$ cat config.mk
export PLATFORM = sky130hd
export DESIGN_NAME = palette_ram
export DESIGN_NICKNAME = d
export VERILOG_FILES = /design/src/rtl/palette_ram.sv
export SDC_FILE = /design/constraint.sdc
export NUM_CORES = 1
export LEC_CHECK = 0
export BUFFER_PORTS_ARGS = -buffer_cell sky130_fd_sc_hd__buf_4
export CAP_MARGIN = 5
export CORE_UTILIZATION = 45
export CTS_CLUSTER_SIZE = 30
export DETAILED_ROUTE_END_ITERATION = 12
export SYNTH_ARGS = -nofsm -noshare
export SYNTH_HDL_FRONTEND = slang
export SYNTH_SLANG_ARGS = --single-unit
$ cat constraint.sdc
create_clock -name Clk -period 4.1 [get_ports Clk]
set_input_delay 0.205 -clock Clk [delete_from_list [all_inputs] [get_ports Clk]]
set_output_delay 0.205 -clock Clk [all_outputs]
set_load 0.01 [all_outputs]
$ cat src/rtl/palette_ram.sv
`default_nettype none
// ============================================================================
// Module   : palette_ram
// Brief    : Runtime-writable colour palette with a two-stage pixel pipeline
//            and a frame-synchronised brightness fade engine. Converts a
//            per-pixel colour index into scaled VGA RGB channels.
// Revision : 1.0 - initial release
// ============================================================================
module palette_ram #(
  parameter int IDX_W    = 4,
  parameter int CH_W     = 8,
  parameter int LVL_W    = 4,
  parameter int FADE_DIV = 2
) (
  input  logic                Clk,
  input  logic                Reset,
  input  logic [IDX_W-1:0]    colorIdx,
  input  logic                blank_n,
  input  logic                frame_start,
  input  logic                wr_en,
  input  logic [IDX_W-1:0]    wr_idx,
  input  logic [3*CH_W-1:0]   wr_color,
  input  logic [1:0]          fade_cmd,
  output logic [CH_W-1:0]     VGA_R,
  output logic [CH_W-1:0]     VGA_G,
  output logic [CH_W-1:0]     VGA_B,
  output logic                blank_n_out,
  output logic                fade_busy,
  output logic                fade_done,
  output logic [LVL_W:0]      fade_level
);

  localparam int N_ENT  = 1 << IDX_W;
  localparam int PW     = 3 * CH_W;
  localparam int PROD_W = CH_W + LVL_W + 1;
  localparam int DIV_W  = (FADE_DIV < 2) ? 1 : $clog2(FADE_DIV + 1);
  // Widening/narrowing of the 8-bit default channel values (MSB aligned)
  localparam int CH_EXT = (CH_W > 8) ? CH_W : 8;
  localparam int PAD    = (CH_W > 8) ? CH_W - 8 : 0;
  localparam int TRUNC  = (CH_W < 8) ? 8 - CH_W : 0;

  localparam logic [LVL_W:0] LVL_FULL = {1'b1, {LVL_W{1'b0}}};
  localparam logic [LVL_W:0] LVL_ZERO = '0;
  localparam logic [DIV_W-1:0] DIV_LAST = DIV_W'(FADE_DIV);

  localparam logic [1:0] CMD_OUT  = 2'b01;
  localparam logic [1:0] CMD_IN   = 2'b10;
  localparam logic [1:0] CMD_SNAP = 2'b11;

  typedef enum logic [1:0] {
    ST_IDLE = 2'd0,
    ST_OUT  = 2'd1,
    ST_IN   = 2'd2
  } fade_state_t;

  // --------------------------------------------------------------------------
  // Default palette contents, expressed as 8-bit-per-channel colours
  // --------------------------------------------------------------------------
  function automatic logic [23:0] default_rgb8(input int idx);
    logic [23:0] c;
    case (idx)
      0:       c = 24'h282246;
      1:       c = 24'h213822;
      2:       c = 24'h3E6B41;
      3:       c = 24'h80BB84;
      4:       c = 24'hD624C1;
      5:       c = 24'h252525;
      6:       c = 24'h000000;
      7:       c = 24'h9A9A9A;
      8:       c = 24'hFF9F33;
      9:       c = 24'hFFFFFF;
      10:      c = 24'h525468;
      11:      c = 24'h8780A8;
      default: c = 24'h282246;
    endcase
    return c;
  endfunction

  // Fit an 8-bit channel into CH_W bits keeping the MSBs aligned
  function automatic logic [CH_W-1:0] fit_ch(input logic [7:0] c8);
    logic [CH_EXT-1:0] t;
    t = CH_EXT'(c8);
    t = t << PAD;
    t = t >> TRUNC;
    return CH_W'(t);
  endfunction

  function automatic logic [PW-1:0] default_entry(input int idx);
    logic [23:0] c;
    c = default_rgb8(idx);
    return {fit_ch(c[23:16]), fit_ch(c[15:8]), fit_ch(c[7:0])};
  endfunction

  // Brightness scaling: (ch * level) >> LVL_W, truncating
  function automatic logic [CH_W-1:0] scale_ch(input logic [CH_W-1:0] ch,
                                               input logic [LVL_W:0]  lvl);
    logic [PROD_W-1:0] p;
    p = PROD_W'(ch) * PROD_W'(lvl);
    return CH_W'(p >> LVL_W);
  endfunction

  // --------------------------------------------------------------------------
  // State
  // --------------------------------------------------------------------------
  logic [PW-1:0]     pal_q [N_ENT];
  logic [PW-1:0]     pal_d [N_ENT];

  logic [PW-1:0]     pix1_q, pix1_d;
  logic              blank1_q, blank1_d;
  logic [LVL_W:0]    lvl1_q, lvl1_d;

  logic [CH_W-1:0]   r_out_q, r_out_d;
  logic [CH_W-1:0]   g_out_q, g_out_d;
  logic [CH_W-1:0]   b_out_q, b_out_d;
  logic              blank2_q, blank2_d;

  fade_state_t       state_q, state_d;
  logic [LVL_W:0]    level_q, level_d;
  logic [DIV_W-1:0]  div_q, div_d;
  logic              done_q, done_d;

  logic [DIV_W-1:0]  div_inc;
  logic              step_now;

  // Palette write port; stage-1 read below sees pal_q, i.e. old contents
  always_comb begin
    pal_d = pal_q;
    if (wr_en) begin
      pal_d[wr_idx] = wr_color;
    end
  end

  // Palette storage, reloaded with the default table on reset
  always_ff @(posedge Clk) begin
    if (Reset) begin
      for (int i = 0; i < N_ENT; i++) begin
        pal_q[i] <= default_entry(i);
      end
    end else begin
      pal_q <= pal_d;
    end
  end

  // Stage 1 lookup plus stage 2 scaling/blanking
  always_comb begin
    pix1_d   = pal_q[colorIdx];
    blank1_d = blank_n;
    lvl1_d   = level_q;
    blank2_d = blank1_q;
    r_out_d  = '0;
    g_out_d  = '0;
    b_out_d  = '0;
    if (blank1_q) begin
      r_out_d = scale_ch(pix1_q[PW-1 -: CH_W],     lvl1_q);
      g_out_d = scale_ch(pix1_q[2*CH_W-1 -: CH_W], lvl1_q);
      b_out_d = scale_ch(pix1_q[CH_W-1:0],         lvl1_q);
    end
  end

  // Pixel pipeline registers
  always_ff @(posedge Clk) begin
    if (Reset) begin
      pix1_q   <= '0;
      blank1_q <= 1'b0;
      lvl1_q   <= LVL_FULL;
      r_out_q  <= '0;
      g_out_q  <= '0;
      b_out_q  <= '0;
      blank2_q <= 1'b0;
    end else begin
      pix1_q   <= pix1_d;
      blank1_q <= blank1_d;
      lvl1_q   <= lvl1_d;
      r_out_q  <= r_out_d;
      g_out_q  <= g_out_d;
      b_out_q  <= b_out_d;
      blank2_q <= blank2_d;
    end
  end

  assign div_inc  = div_q + DIV_W'(1);
  assign step_now = frame_start && (div_inc == DIV_LAST);

  // Fade engine next-state: snap has priority, endpoints finish with a done pulse
  always_comb begin
    state_d = state_q;
    level_d = level_q;
    div_d   = div_q;
    done_d  = 1'b0;
    if (fade_cmd == CMD_SNAP) begin
      state_d = ST_IDLE;
      level_d = LVL_FULL;
      div_d   = '0;
    end else begin
      unique case (state_q)
        ST_IDLE: begin
          if (fade_cmd == CMD_OUT) begin
            state_d = ST_OUT;
            div_d   = '0;
          end else if (fade_cmd == CMD_IN) begin
            state_d = ST_IN;
            div_d   = '0;
          end
        end
        ST_OUT: begin
          if (level_q == LVL_ZERO) begin
            // Entered while already dark: finish without changing level
            state_d = ST_IDLE;
            done_d  = 1'b1;
          end else if (frame_start) begin
            if (step_now) begin
              div_d   = '0;
              level_d = level_q - 1'b1;
              if (level_q == {{LVL_W{1'b0}}, 1'b1}) begin
                state_d = ST_IDLE;
                done_d  = 1'b1;
              end
            end else begin
              div_d = div_inc;
            end
          end
        end
        ST_IN: begin
          if (level_q == LVL_FULL) begin
            // Entered while already at full: finish without changing level
            state_d = ST_IDLE;
            done_d  = 1'b1;
          end else if (frame_start) begin
            if (step_now) begin
              div_d   = '0;
              level_d = level_q + 1'b1;
              if (level_q == LVL_FULL - 1'b1) begin
                state_d = ST_IDLE;
                done_d  = 1'b1;
              end
            end else begin
              div_d = div_inc;
            end
          end
        end
        default: begin
          state_d = ST_IDLE;
        end
      endcase
    end
  end

  // Fade engine registers; reset aborts any fade at full brightness
  always_ff @(posedge Clk) begin
    if (Reset) begin
      state_q <= ST_IDLE;
      level_q <= LVL_FULL;
      div_q   <= '0;
      done_q  <= 1'b0;
    end else begin
      state_q <= state_d;
      level_q <= level_d;
      div_q   <= div_d;
      done_q  <= done_d;
    end
  end

  assign VGA_R       = r_out_q;
  assign VGA_G       = g_out_q;
  assign VGA_B       = b_out_q;
  assign blank_n_out = blank2_q;
  assign fade_busy   = (state_q != ST_IDLE);
  assign fade_done   = done_q;
  assign fade_level  = level_q;

endmodule
`default_nettype wire
# After elaboration in Yosys (flattened, before gate mapping)
# Index checks and enable logic that the tools add are counted.
dict set report classes {
  n_eq_ne 22
  muxes 40
  n_shift 0
  div_mod_pow 0
  n_lt_le_gt_ge 3
  addsub 3
  mul 3
  n_reduce_logical 12
  bitwise 3
}
# cell count
set op_table {}
lappend op_table {{bitwise mux 384 bit} 1}
lappend op_table {{binary-select mux 24 bit (select 4 bit)} 1}
lappend op_table {{demux 24 bit (select 4 bit)} 1}
lappend op_table {{two-way mux 24 bit} 3}
lappend op_table {{multiplier 8 x 5 -> 12 bit} 3}
lappend op_table {{two-way mux 2 bit} 16}
lappend op_table {{two-way mux 5 bit} 6}
lappend op_table {{!= test 3 bit, second input constant} 7}
lappend op_table {{AND reduction 7 bit} 2}
lappend op_table {{!= test 2 bit, second input constant} 6}
lappend op_table {{one-hot mux 2 bit (3 select lines)} 2}
lappend op_table {{greater-or-equal comparator 5 bit, second input constant} 2}
lappend op_table {{NOT 4 -> 5 bit} 2}
lappend op_table {{one-hot mux 5 bit (2 select lines)} 1}
lappend op_table {{== test 2 bit, second input constant} 4}
lappend op_table {{two-way mux 1 bit} 8}
lappend op_table {{adder 5 x 1 -> 5 bit, second input constant} 1}
lappend op_table {{== test 5 x 1 -> 1 bit, second input constant} 1}
lappend op_table {{== test 5 x 4 -> 1 bit, second input constant} 1}
lappend op_table {{== test 5 bit, second input constant} 1}
lappend op_table {{logical NOT 5 bit} 1}
lappend op_table {{less-than comparator 5 x 1 -> 1 bit, second input constant} 1}
lappend op_table {{subtractor 5 x 1 -> 5 bit, second input constant} 1}
lappend op_table {{== test 2 x 1 -> 1 bit, second input constant} 2}
lappend op_table {{9 further kinds} 12}
dict set report totals {
  input_bits 39
  latchBits 0
  regBits 449
  ramBits 0
  mem_bits_ro 0
  memories 0
}

# Logic depth before layout (Yosys ltp)
dict set report depth {
  ltp_word 7
  depth_mapped 14
  mapped_depth_nobuf 13
}

# Worst setup path before layout
# Ideal clock, no wire load.
dict set report synth_path {
  path_type {register to register}
  start {register lvl1_q[4]}
  end {register b_out_q[7], in the netlist VGA_B[7]}
  t_required_ns 4.029
  setup_slack_ns 0.393
  t_arrival_ns 3.637
  path_stages_with_launch 14
  cell_sequence {dfxtp_1 clkbuf_1 and2_1 fa_1 fa_1 inv_1 fa_1 inv_1 ha_1 nand2_1 or3_1 a211o_1 a21o_1 a21oi_1}
}
dict set report synth_between {
  elab_chain_len 1
}
# item line
set synth_lines {}
lappend synth_lines {{start, declared} 110} ;# logic [LVL_W:0] lvl1_q, lvl1_d;
lappend synth_lines {{start signal, assigned} 173} ;# lvl1_q <= lvl1_d;
lappend synth_lines {{multiplier 8 x 5 -> 12 bit} 98} ;# p = PROD_W'(ch) * PROD_W'(lvl);
lappend synth_lines {{end signal, assigned} 176} ;# b_out_q <= b_out_d;
lappend synth_lines {{end, declared} 114} ;# logic [CH_W-1:0] b_out_q, b_out_d;
# Every way passes these cells.
# A chain may end at the register's enable or synchronous reset.

# Worst setup path in the final report
dict set report layout_path {
  start {register lvl1_q[4]}
  end {register g_out_q[7], in the netlist VGA_G[7]}
}
dict set report layout_between {
  elab_chain_len 1
}
# item line
set layout_lines {}
lappend layout_lines {{multiplier 8 x 5 -> 12 bit} 98}
lappend layout_lines {{end signal, assigned} 175} ;# g_out_q <= g_out_d;
lappend layout_lines {{end, declared} 113} ;# logic [CH_W-1:0] g_out_q, g_out_d;
# Every way passes these cells.

==> PnR_summary.wiki <==
{| class="wikitable"
! Metric !! Value
|-
| Status || complete, but fails checks
|-
| Violated checks || DRC
|-
| Fraction of power consumed by the clock network || 46.2%
|-
| Number of failing setup endpoints in the final timing report || 0
|-
| Maximum clock rate || 261 MHz
|-
| Core Box Area || 0.0488 mm^2
|-
| Final Total Pwr || 10.4 mW
|-
| Die W || 224 um
|-
| Cell area power density || 415 mW/mm^2
|-
| Fraction of power spent switching nets || 24.9%
|-
| CP Launch Type || register
|-
| Most common library cell in the layout ignoring fill and taps || nand2_1
|-
| Die outline height || 224 um
|-
| IO buf count || 70
|-
| Routability cong. || 0.825
|-
| Post-Route Hold Slack || 57.1 ps
|-
| Starting density of the core || 45.5%
|-
| Placed insts || 3149
|-
| Clock period minus final worst setup slack || 3830 ps
|-
| Post-cts repair resize count || 0
|-
| DR WL/cell || 19.7 um
|-
| Logic pwr share || 10.2%
|-
| Number of failing hold endpoints at the final stage || 0
|-
| Number of clock sinks seen by CTS || 449
|-
| Buffer depth of the longest clock path || 3
|-
| Sequential fraction of the synthesis area || 40.4%
|-
| Largest fanout on the critical path || 16
|-
| Worst min path class || input port to register
|-
| Top library cells by usage in the layout, fill and taps aside || 786 x nand2_1, 449 x dfxtp_1, 265 x a21oi_1
|-
| Register bit count reported by yosys || 449
|-
| Dominant register cell in the synthesized netlist || dfxtp_1
|-
| Number of enable-type register cells in the synthesized netlist || 0
|-
| Clock H-tree levels || 2
|-
| Remaining number of nets flagged by the antenna check after routing || 0
|-
| Top cell family by delay on the critical path || adder cells
|-
| Maximum number of pins on one net before global-route repair || 123
|-
| Final clock period utilization by the worst path || 93.5%
|-
| Die ar. || 0.0503 mm^2
|-
| Area Growth Syn to Fin || 13.0%
|-
| Worst slew margin relative to its limit || 21.8%
|-
| Critical path endpoint category || register
|-
| Average cell area after synthesis || 8.61 um^2
|-
| Total internal power || 7.84 mW
|-
| Detailed-routing iteration count for the pre-antenna-repair pass || 9
|-
| Synth async-reset ratio || 0%
|-
| Number of top-level pins || 71
|-
| Global-route wire length before repair || 101000 um
|-
| CTS Buf Count || 49
|-
| Source-to-sink clock delay at the later pin of the worst-skew pair || 600 ps
|-
| Worst path arrival time || 4320 ps
|-
| Peak ir drop on the vdd network || 0.000366 V
|-
| Mean number of vias per cell || 5.47
|-
| Non-Filler Instances || 3268
|-
| Number of buffer and inverter stages on the critical path || 3
|-
| Clock slew seen by the registers of the worst setup and hold paths || 60 ps
|-
| Total GRT Usage || 26.0%
|-
| Gate count after technology mapping || 2584
|-
| Fill cell count || 4612
|-
| Portion of total power attributed to sequential cells || 43.6%
|-
| Global route total overflow || 0
|-
| Max Clock Skew || 25.5 ps
|-
| Slew @ Worst Pin || 1170 ps
|-
| Cell with the biggest individual delay on the critical path || fa_1
|-
| Required time reported for the critical path endpoint || 4590 ps
|-
| Maxcap violations || 0
|-
| TritonCTS clock tree || yes
|-
| Half-perimeter wire length of the detailed placement result || 38100 um
|-
| Cell row count || 81
|-
| Leakage || 9.96 nW
|-
| Switching power summed over all nets || 2.60 mW
|-
| Netlist area before placement || 0.0222 mm^2
|-
| Type of the worst setup path || register to register
|-
| Violation count after the first detailed-routing iteration || 1539
|-
| Number of DRC violations after detailed routing || 4
|-
| Post-detailed-routing wire length || 64500 um
|-
| Final nets || 2714
|-
| Count of unique library cells instantiated by Yosys || 52
|-
| Root buffer cell || clkbuf_16
|-
| Cells traversed along the worst timing path || buf_4 > and2_1 > fa_1 > fa_1 > inv_1 > fa_1 > inv_1 > ha_1 > nand2_1 > or3_4 > a211o_1 > a21o_1 > a21oi_1
|-
| Total Negative Setup Slacks || 0 ps
|-
| Synth warnings || 0
|-
| Biggest cell delay along the critical path || 490 ps
|-
| Count of final max-slew check failures || 0
|-
| Fraction of final layout cells with drive strength greater than 1 || 12.7%
|-
| Number of global-route vias before repair || 17555
|-
| Antenna violations before repair || 6
|-
| Vias post-DR || 17871
|-
| Mapped Nets || 2736
|-
| Register-to-Register Setup Slack || 270 ps
|-
| Crit-path most repeated cell || fa_1
|-
| Unrepaired setup endpoints after global routing || false
|}
[layer usage]
| layer | track usage (%) | vias to the layer above | wire, um |
|---|---|---|---|
| li1 | - | 8557 | - |
| met3 | 4.86 | 121 | 4540 |
| met4 | 9.11 | 0 | 1910 |
| met2 | 44.9 | 528 | 31500 |
| met1 | 32.5 | 8665 | 26500 |
| met5 | 0 | - | 0 |
[worst register-to-register path, cell delays in order (launching register included)]
cell and delay, ps:
dfxtp_1 450, buf_4 260, and2_1 170, fa_1 430
fa_1 490, inv_1 50, fa_1 470, inv_1 40
ha_1 320, nand2_1 60, or3_4 400, a211o_1 330
a21o_1 160, a21oi_1 120
[sequential cells by signal, summed over array words and instances (netlist names)]
name,flops
lvl1_q,5
div_q,2
fade_level,5
VGA_B,8
pix1_q,24
VGA_R,8
VGA_G,8
state_q,2
blank1_q,1
fade_done,1
blank_n_out,1
pal_q,384
[path summary, 6_finish.rpt]
kind	from	endpoint	cells past startpoint
setup reg to reg	lvl1_q[4]$_SDFF_PP1_	VGA_G[7]$_SDFF_PP0_	13
setup / recovery	lvl1_q[4]$_SDFF_PP1_	VGA_G[7]$_SDFF_PP0_	13
hold / removal	fade_cmd[1]	state_q[1]$_SDFFE_PP0P_	4
hold reg to reg	pal_q[121]$_SDFFE_PP0P_	pal_q[121]$_SDFFE_PP0P_	2
[timing repair]
action                                 in CTS  in global routing
setup buffers                               0                  0
hold buffers                               26                  0
endpoints found under the hold margin     386                  0
[power groups by stage]
| stage | Sequential (mW) | Clock [mW] | Combinational [mW] |
|---|---|---|---|
| 3_5_place_dp | 4.65 | 0 | 1.04 |
| 4_1_cts | 4.55 | 4.89 | 1.06 |
| 6_report | 4.55 | 4.83 | 1.06 |
| 5_1_grt | 4.56 | 5.08 | 1.17 |
| 2_1_floorplan | 4.62 | 0 | 0.764 |
| 3_3_place_gp | 4.64 | 0 | 1.02 |
[per-stage QoR]
step                      cell area (um^2)  setup slack (ps)  util, %
after floorplan                      22200               393        -
after global placement               23100               364     47.3
after detailed placement             23100               285     47.3
after CTS                            25100               249     51.5
after global routing                 25100              26.8     51.5
final                                25100               267     51.5
[logic make-up (layout without fill, tap and decap cells)]
| group | count (synthesis) | in the layout | synth area share (%) |
|---|---|---|---|
| multiplexers | 145 | 145 | 10.9 |
| AO/OA/AOI/OAI | 405 | 405 | 10.6 |
| other | 0 | 2 | 0 |
| adder cells (fa/ha/maj) | 113 | 113 | 7.98 |
| AND/OR/NAND/NOR | 1153 | 1153 | 23.6 |
| buffers and inverters | 296 | 314 | 5.60 |
| XOR/XNOR | 23 | 23 | 0.906 |
| flip-flops | 449 | 449 | 40.4 |
[synth_stat cells (34+ instances only)]
library cell / instances / area share (%)
nor2b_1: 44 / 1.2
clkbuf_1: 146 / 2.5
dfxtp_1: 449 / 40
inv_1: 82 / 1.4
nor2_1: 45 / 0.76
and2_1: 72 / 2.0
nand2_1: 792 / 13
a211oi_1: 34 / 1.1
fa_1: 48 / 4.3
a21oi_1: 265 / 6.0
ha_1: 65 / 3.7
mux4_2: 76 / 7.7
buf_2: 44 / 0.99
mux2i_1: 46 / 2.1
nand3b_1: 129 / 4.4
[final cells by class]
class                   count  area (um^2)  share of cell area (%)
inverters                  82          308                    1.22
clock inverters            22          309                    1.23
flip-flops and latches    449         8990                    35.7
well taps                 664          831                    3.30
repair buffers            141         1150                    4.56
multi-input cells        1839        12100                    48.1
clock buffers              69         1470                    5.86
diodes                      2         5.00                  0.0199
No activity file was read; power rests on OpenSTA's default activity.
